===== src/rtl/excpt_arbiter.sv =====
// Exception/interrupt arbiter: latches MEM-stage sync exceptions and IRQs, saves EPC/cause,
// then runs flush -> redirect. Define VECTORED_IRQ_EN for per-line IRQ vectors and causes.
module excpt_arbiter #(
  parameter int unsigned        ADDR_W    = 32,
  parameter int unsigned        NUM_IRQ   = 6,
  parameter int unsigned        FLUSH_CYC = 2,
  parameter logic [ADDR_W-1:0]  EXC_VEC   = ADDR_W'(32'h40),
  parameter logic [ADDR_W-1:0]  IRQ_VEC   = ADDR_W'(32'h50),
  parameter int unsigned        VEC_SHIFT = 3
) (
  input  logic               clk,
  input  logic               rst,
  input  logic [31:0]        excptype,
  input  logic [ADDR_W-1:0]  pc_i,
  input  logic [NUM_IRQ-1:0] irq_i,
  input  logic               mask_we,
  input  logic [NUM_IRQ-1:0] mask_wdata,
  input  logic               ie_we,
  input  logic               ie_wdata,
  input  logic               redir_ack,
  output logic               flush,
  output logic               excpt,
  output logic [ADDR_W-1:0]  ejpc,
  output logic [ADDR_W-1:0]  epc_o,
  output logic [4:0]         cause_o,
  output logic               ie_o,
  output logic [NUM_IRQ-1:0] pend_o,
  output logic               busy
);

`ifdef VECTORED_IRQ_EN
  localparam bit VectoredIrq = 1'b1;
`else
  localparam bit VectoredIrq = 1'b0;
`endif

  localparam logic [3:0] FlushLast = 4'(FLUSH_CYC - 1);

  typedef enum logic [1:0] {StIdle, StFlush, StRedir} state_e;

  state_e             state_q, state_d;
  logic [3:0]         cnt_q, cnt_d;
  logic [NUM_IRQ-1:0] pend_q, pend_d;
  logic [NUM_IRQ-1:0] mask_q, mask_d;
  logic               ie_q, ie_d;
  logic [ADDR_W-1:0]  ejpc_q, ejpc_d;
  logic [ADDR_W-1:0]  epc_q, epc_d;
  logic [4:0]         cause_q, cause_d;

  logic               is_sys, is_eret, is_ri, is_ov, any_sync;
  logic [NUM_IRQ-1:0] pend_en;
  logic [2:0]         irq_idx;
  logic               irq_elig, accept, irq_take;
  logic [NUM_IRQ-1:0] irq_onehot;
  logic [ADDR_W-1:0]  irq_target;
  logic [4:0]         irq_cause;

  // Only syscall, eret, RI and Ov are decoded; the rest of excptype is don't-care.
  logic unused_excptype;
  assign unused_excptype = ^{excptype[31:13], excptype[11], excptype[7:0]};

  assign is_sys   = excptype[8];
  assign is_eret  = excptype[9];
  assign is_ri    = excptype[10];
  assign is_ov    = excptype[12];
  assign any_sync = is_sys | is_eret | is_ri | is_ov;

  assign pend_en  = pend_q & mask_q;
  assign irq_elig = ie_q & (|pend_en) & ~any_sync;
  assign accept   = (state_q == StIdle) & (any_sync | irq_elig);
  assign irq_take = accept & ~any_sync;

  // Lowest enabled pending line wins.
  always_comb begin
    irq_idx = 3'd0;
    for (int i = NUM_IRQ - 1; i >= 0; i--) begin
      if (pend_en[i]) irq_idx = 3'(i);
    end
  end

  assign irq_onehot = NUM_IRQ'(1) << irq_idx;
  assign irq_target = VectoredIrq ? IRQ_VEC + (ADDR_W'(irq_idx) << VEC_SHIFT) : IRQ_VEC;
  assign irq_cause  = VectoredIrq ? {2'b00, irq_idx} : 5'd0;

  // State register
  always_ff @(posedge clk or posedge rst) begin
    if (rst) state_q <= StIdle;
    else     state_q <= state_d;
  end

  // Next-state logic
  always_comb begin
    state_d = state_q;
    unique case (state_q)
      StIdle:  if (accept) state_d = StFlush;
      StFlush: if (cnt_q == FlushLast) state_d = StRedir;
      StRedir: if (redir_ack) state_d = StIdle;
      default: state_d = StIdle;
    endcase
  end

  // Outputs decoded from state
  always_comb begin
    flush = (state_q == StFlush);
    excpt = (state_q == StRedir);
    busy  = (state_q != StIdle);
  end

  // Datapath next-state
  always_comb begin
    cnt_d   = cnt_q;
    pend_d  = pend_q | irq_i;
    mask_d  = mask_we ? mask_wdata : mask_q;
    ie_d    = ie_we ? ie_wdata : ie_q;
    ejpc_d  = ejpc_q;
    epc_d   = epc_q;
    cause_d = cause_q;

    if (state_q == StFlush) cnt_d = cnt_q + 4'd1;

    if (accept) begin
      cnt_d = 4'd0;
      if (is_eret) begin
        ejpc_d = epc_q;
        ie_d   = 1'b1;
      end else begin
        epc_d = pc_i;
        ie_d  = 1'b0;
        if (is_sys) begin
          cause_d = 5'd8;
          ejpc_d  = EXC_VEC;
        end else if (is_ri) begin
          cause_d = 5'd10;
          ejpc_d  = EXC_VEC;
        end else if (is_ov) begin
          cause_d = 5'd12;
          ejpc_d  = EXC_VEC;
        end else begin
          cause_d = irq_cause;
          ejpc_d  = irq_target;
        end
      end
    end

    // A line still high this cycle re-pends on the following edge.
    if (irq_take) pend_d = (pend_q | irq_i) & ~irq_onehot;
  end

  always_ff @(posedge clk or posedge rst) begin
    if (rst) begin
      cnt_q   <= 4'd0;
      pend_q  <= '0;
      mask_q  <= '1;
      ie_q    <= 1'b1;
      ejpc_q  <= '0;
      epc_q   <= '0;
      cause_q <= 5'd0;
    end else begin
      cnt_q   <= cnt_d;
      pend_q  <= pend_d;
      mask_q  <= mask_d;
      ie_q    <= ie_d;
      ejpc_q  <= ejpc_d;
      epc_q   <= epc_d;
      cause_q <= cause_d;
    end
  end

  assign ejpc    = ejpc_q;
  assign epc_o   = epc_q;
  assign cause_o = cause_q;
  assign ie_o    = ie_q;
  assign pend_o  = pend_q;

endmodule

===== config.mk =====
export PLATFORM = sky130hd
export DESIGN_NAME = excpt_arbiter
export DESIGN_NICKNAME = d
export VERILOG_FILES = /design/src/rtl/excpt_arbiter.sv
export SDC_FILE = /design/constraint.sdc
export NUM_CORES = 1
export LEC_CHECK = 0
export CAP_MARGIN = 20
export CELL_PAD_IN_SITES_DETAIL_PLACEMENT = 0
export CELL_PAD_IN_SITES_GLOBAL_PLACEMENT = 1
export CORE_ASPECT_RATIO = 1.5
export CORE_MARGIN = 2
export CORE_UTILIZATION = 32
export DETAILED_ROUTE_END_ITERATION = 10
export GPL_ROUTABILITY_DRIVEN = 0
export PLACE_DENSITY_LB_ADDON = 0.1
export REMOVE_ABC_BUFFERS = 1
export SLEW_MARGIN = 20
export SYNTH_ARGS = -nofsm -noshare
export SYNTH_HDL_FRONTEND = slang
export SYNTH_SLANG_ARGS = --single-unit

===== constraint.sdc =====
create_clock -name clk -period 3.15 [get_ports clk]
set_input_delay 0.4725 -clock clk [delete_from_list [all_inputs] [get_ports clk]]
set_output_delay 0.4725 -clock clk [all_outputs]
set_load 0.05 [all_outputs]

# ---- After elaboration in Yosys (flattened, before gate mapping)
# Cells that the tools add are included.
dict set report word_totals {
  regBits 88
  in_bits 82
  out_inout_bits 79
  word_cells 60
}
dict set report classes {
  n_addsub 1
  eq_ne 6
  shifts 1
  muxes 23
  n_bitwise 14
  n_reduce_logical 7
}
# cell count
set op_table {}
lappend op_table {{32-bit two-way mux} 1}
lappend op_table {{4-bit two-way mux} 5}
lappend op_table {{3-bit two-way mux} 6}
lappend op_table {{5-bit two-way mux} 3}
lappend op_table {{6-bit bitwise AND} 2}
lappend op_table {{2-bit two-way mux} 3}
lappend op_table {{6-bit two-way mux} 1}
lappend op_table {{6-bit inverter} 1}
lappend op_table {{6-bit OR} 1}
lappend op_table {{2-bit one-hot mux with 3 select lines} 1}
lappend op_table {{2-bit nonzero test} 3}
lappend op_table {{6-bit OR reduction} 1}
lappend op_table {{1-bit by 3-bit left shift with 6-bit output (first input constant)} 1}
lappend op_table {{4-bit by 1-bit adder with 4-bit output (second input constant)} 1}
lappend op_table {{1-bit bitwise AND} 4}
lappend op_table {{4-bit by 1-bit == test with 1-bit output (second input constant)} 1}
lappend op_table {{2-bit != test (second input constant)} 2}
lappend op_table {{1-bit OR} 4}
lappend op_table {{1-bit two-way mux} 3}
lappend op_table {{3-bit AND reduction} 1}
lappend op_table {{2-bit by 1-bit == test with 1-bit output (second input constant)} 1}
lappend op_table {{2-bit == test (second input constant)} 1}
lappend op_table {{2-bit logical NOT} 1}
lappend op_table {{2-bit by 1-bit != test with 1-bit output (second input constant)} 1}
lappend op_table {{other kinds (2)} 3}

# ---- Depth between registers and ports, before layout
dict set report depth {
  depth_word 11
  ltp_mapped 6
  ltp_nobuf 5
}

# ---- Worst setup path after synthesis
# Ideal clock, no wire load.
dict set report synth_timing {
  kind {flip-flop to flip-flop}
  start {register pend_q[4] (netlist: pend_o[4])}
  end {register epc_q[10] (netlist: epc_o[10])}
  setup_time_ps 125
  arrival_ps 2100
  required_ps 3025
  slack_ps 925
  path_stages_with_launch 6
  path_cell_list {dfrtp_1 > a22oi_1 > a41o_1 > a211oi_4 > buf_6 > mux2_2}
}
dict set report synth_via {
  elab_chain_cells 7
}
# item line_no
set synth_rtl {}
lappend synth_rtl {{from (decl)} 43} ;# logic [NUM_IRQ-1:0] pend_q, pend_d;
lappend synth_rtl {{from (signal assigned)} 160} ;# pend_q <= pend_d;
lappend synth_rtl {{6-bit bitwise AND} 68} ;# assign pend_en = pend_q & mask_q;
lappend synth_rtl {{6-bit OR reduction} 69} ;# assign irq_elig = ie_q & (|pend_en) & ~any_sync;
lappend synth_rtl {{1-bit bitwise AND (2 in a row)} 69}
lappend synth_rtl {{1-bit OR} 70} ;# assign accept = (state_q == StIdle) & (any_sync | irq_elig);
lappend synth_rtl {{1-bit bitwise AND} 70}
lappend synth_rtl {{2-bit AND reduction (no source line)} n/a}
lappend synth_rtl {{to (signal assigned)} 164} ;# epc_q <= epc_d;
lappend synth_rtl {{to (decl)} 47} ;# logic [ADDR_W-1:0] epc_q, epc_d;
# No other way between the ends.
# A chain may end at the register's enable or synchronous reset.

# ---- Final worst setup path
dict set report layout_timing {
  start {register state_q[1]}
  end {output port flush}
}
dict set report layout_via {
  elab_chain_cells 1
}
# item line_no
set layout_rtl {}
lappend layout_rtl {{from (decl)} 41} ;# state_e state_q, state_d;
lappend layout_rtl {{from (signal assigned)} 87} ;# if (rst) state_q <= StIdle;
lappend layout_rtl {{from (signal assigned)} 88} ;# else state_q <= state_d;
lappend layout_rtl {{2-bit by 1-bit == test with 1-bit output} 104} ;# flush = (state_q == StFlush);
lappend layout_rtl {{to (decl)} 21} ;# output logic flush,
# No other way between the ends.

==> metrics <==
slew margin rel.=50.6%; CP arrival=roughly 2.0 ns; fin cells=between 500 and 600; TritonCTS clock tree=yes; vias in the first global route=~2700; Detailed Route Iter0 Violations=a little under 80; Vias per Instance=4.42; Mean Syn Cell Area=12.4 um^2; Rows=between 40 and 50; FF+latch area=about 0.0022 mm^2; Initial Util=32.9%; Final min period=~2.4 ns; post-CTS resize count=0; Mapped Cells=295; Overall Global Routing Usage=approximately 15%; Final Cycle Share=~78%; Most used DFF post-synth=dfrtp_1; max incr delay on CP=between 0.8 and 0.9 ns; CP Max Fanout=7; CTS Hold Bufs=0; CP top delay family=buffers and inverters; number of synthesized flops with an enable pin=0; fin util=approximately 49%; Seq cells post-synth=86; power per cell area=~1200 mW/mm^2; post-synthesis async set-or-reset flop share=100%; Core Area=between 0.01 and 0.015 mm^2; I/O pin count=~160; area occupied by multi-input gates=approximately 0.0013 mm^2; diode count=0; Die ar.=approximately 0.012 mm^2; Hold Path Class=flip-flop to flip-flop; pin count of the biggest net entering global routing=47; reg2reg start=mask_q[1]; Synth Warn #=0; Distinct cells, synth=36; Setup Buffers After CTS=0; clock-pin slew on the worst setup and hold paths=about 0.060 ns; post-route ant nets=0; hold endpoint=cause_o[2]; slew of the pin with the lowest slew margin=between 0.7 and 0.8 ns; first-pass GRT wire length=about 14000 um; VDD IR-drop max=between 500 and 600 uV; Fillers=around 1000; drt wl/cell=around 15 um; commonest cells after routing, fill and taps aside=130 x clkdlybuf4s50_1, 79 x dfrtp_1, 41 x nand2_1, 40 x mux2_2, 36 x inv_1; layout cells sized above 1=around 17%; FMAX=approximately 410 MHz; H-tree levels=3; P&R area growth vs syn=49.3%; Slew Limit Fails=0; Mapped Area=0.00366 mm^2; initial antenna violation count=0; Inst Count DP=roughly 570; Worst Hold Depth=1; Final setup viols=0; R2R Setup Slk=1.04 ns; total power draw=6.35 mW; clock skew=between 0.008 and 0.009 ns; crit-path cells=nand2b_1 > inv_1 > clkdlybuf4s50_1; final hold viol count=0; CP Class=flip-flop to output pin; TNS Setup=0 ns; Die Ht=about 140 um; Total Wirelength=slightly below 9000 um; cts bufs inserted=9; commonest non-fill, non-tap cell in the layout=clkdlybuf4s50_1; gr ovfl total=0; RSZ-0062 raised after global routing=no; clk buf depth=2; I/O Buffers=130; Critical R2R Capture=epc_o[2]; Startpoint Class=flip-flop; DRC Markers=0; first-pass iteration count of the detailed router=4; Worst Setup End Kind=output pin; CTS Sinks=86; Clk Latency, worst-skew pair=0.34 ns; Die X=between 90 and 100 um; status=completed; root buf cell=clkbuf_16; max-cap violations=0; Vias=between 2000 and 3000; Buf+Inv Stages, Crit Path=2; Req. time, crit path=roughly 2.7 ns; DP HPWL=between 6000 and 7000 um; register area share after synthesis=approximately 59%; nets=between 500 and 600; Register-to-Register Path Depth=5; worst hold start=cause_o[2]; Critical-path top delay cell=clkdlybuf4s50_1; P_leak=2.34 nW
[final cells by class]
class | instances | share of cell area [%]
multi-input cells | 159 | 23.4
clock inverters | 5 | 1.49
clock buffers | 11 | 4.62
inverters | 37 | 2.56
flip-flops and latches | 86 | 39.5
well taps | 147 | 3.36
repair buffers | 137 | 25.0
[synth_stat cells (2+ instances only)]
cell	number	area share (%)
mux2_2	40	12
mux2i_1	31	8.5
o22ai_1	2	0.34
inv_1	37	3.8
buf_6	4	1.2
buf_4	2	0.41
nor2_1	3	0.31
nand2b_1	3	0.51
dfstp_2	7	5.0
nand2_1	41	4.2
buf_2	4	0.55
a21oi_1	3	0.41
clkbuf_1	4	0.41
nor3b_1	2	0.41
a22oi_1	2	0.41
nor2b_1	2	0.34
o22a_1	5	1.2
ha_1	2	0.68
dfrtp_1	79	54
o21ai_0	2	0.27
xor2_1	2	0.48
nand3_1	4	0.55
[sequential cells by signal, indices dropped and copies added, names as in the netlist]
signal and count:
ie_o 1, ejpc 32, cause_o 3, epc_o 32
mask_q 6, cnt_q 4, state_q 2, pend_o 6
[where the power goes]
group,internal [mW],switching (mW),total [mW]
Combinational,1.23,2.12,3.35
Clock,0.737,0.425,1.16
Sequential,1.55,0.284,1.83
Total,3.52,2.83,6.35
[per-stage QoR]
step	setup slack, ns	hold WS (ns)	instance area (um^2)
final	0.702	0.510	5470
after floorplan	-1.06	0.527	3570
after detailed placement	0.599	0.500	5130
after global placement	0.612	0.493	5130
after global routing	0.611	0.542	5470
after CTS	0.678	0.517	5470
[cell families after synthesis]
| logic type | after synthesis | share of synthesized area [%] |
|---|---|---|
| other | 1 | 0.102 |
| AO/OA/AOI/OAI | 22 | 4.85 |
| buffers and inverters | 51 | 6.39 |
| adder cells (fa/ha/maj) | 2 | 0.683 |
| multiplexers | 72 | 21.1 |
| AND/OR/NAND/NOR | 59 | 7.38 |
| flip-flops | 86 | 59.0 |
| XOR/XNOR | 2 | 0.479 |
[worst max path at each step]
stage | startpoint | to | slack (ns) | cells after the start
floorplan | pend_o[4] | ejpc[6] | -1.06 | 4
global placement | excptype[9] | pend_o[5] | 0.61 | 5
detailed placement | excptype[9] | pend_o[5] | 0.60 | 5
CTS | state_q[1] | flush | 0.68 | 3
global route | state_q[1] | flush | 0.61 | 3
finish | state_q[1] | flush | 0.70 | 3
[per-layer routing]
layer,vias to the layer above,GRT usage (%),part of all wire (%)
met2,78,26.7,53
met3,13,2.68,4.3
met1,1232,16.9,40
met5,-,0,0
li1,1248,-,-
met4,0,7.58,2.3
Power figures use the tool's default switching activity.
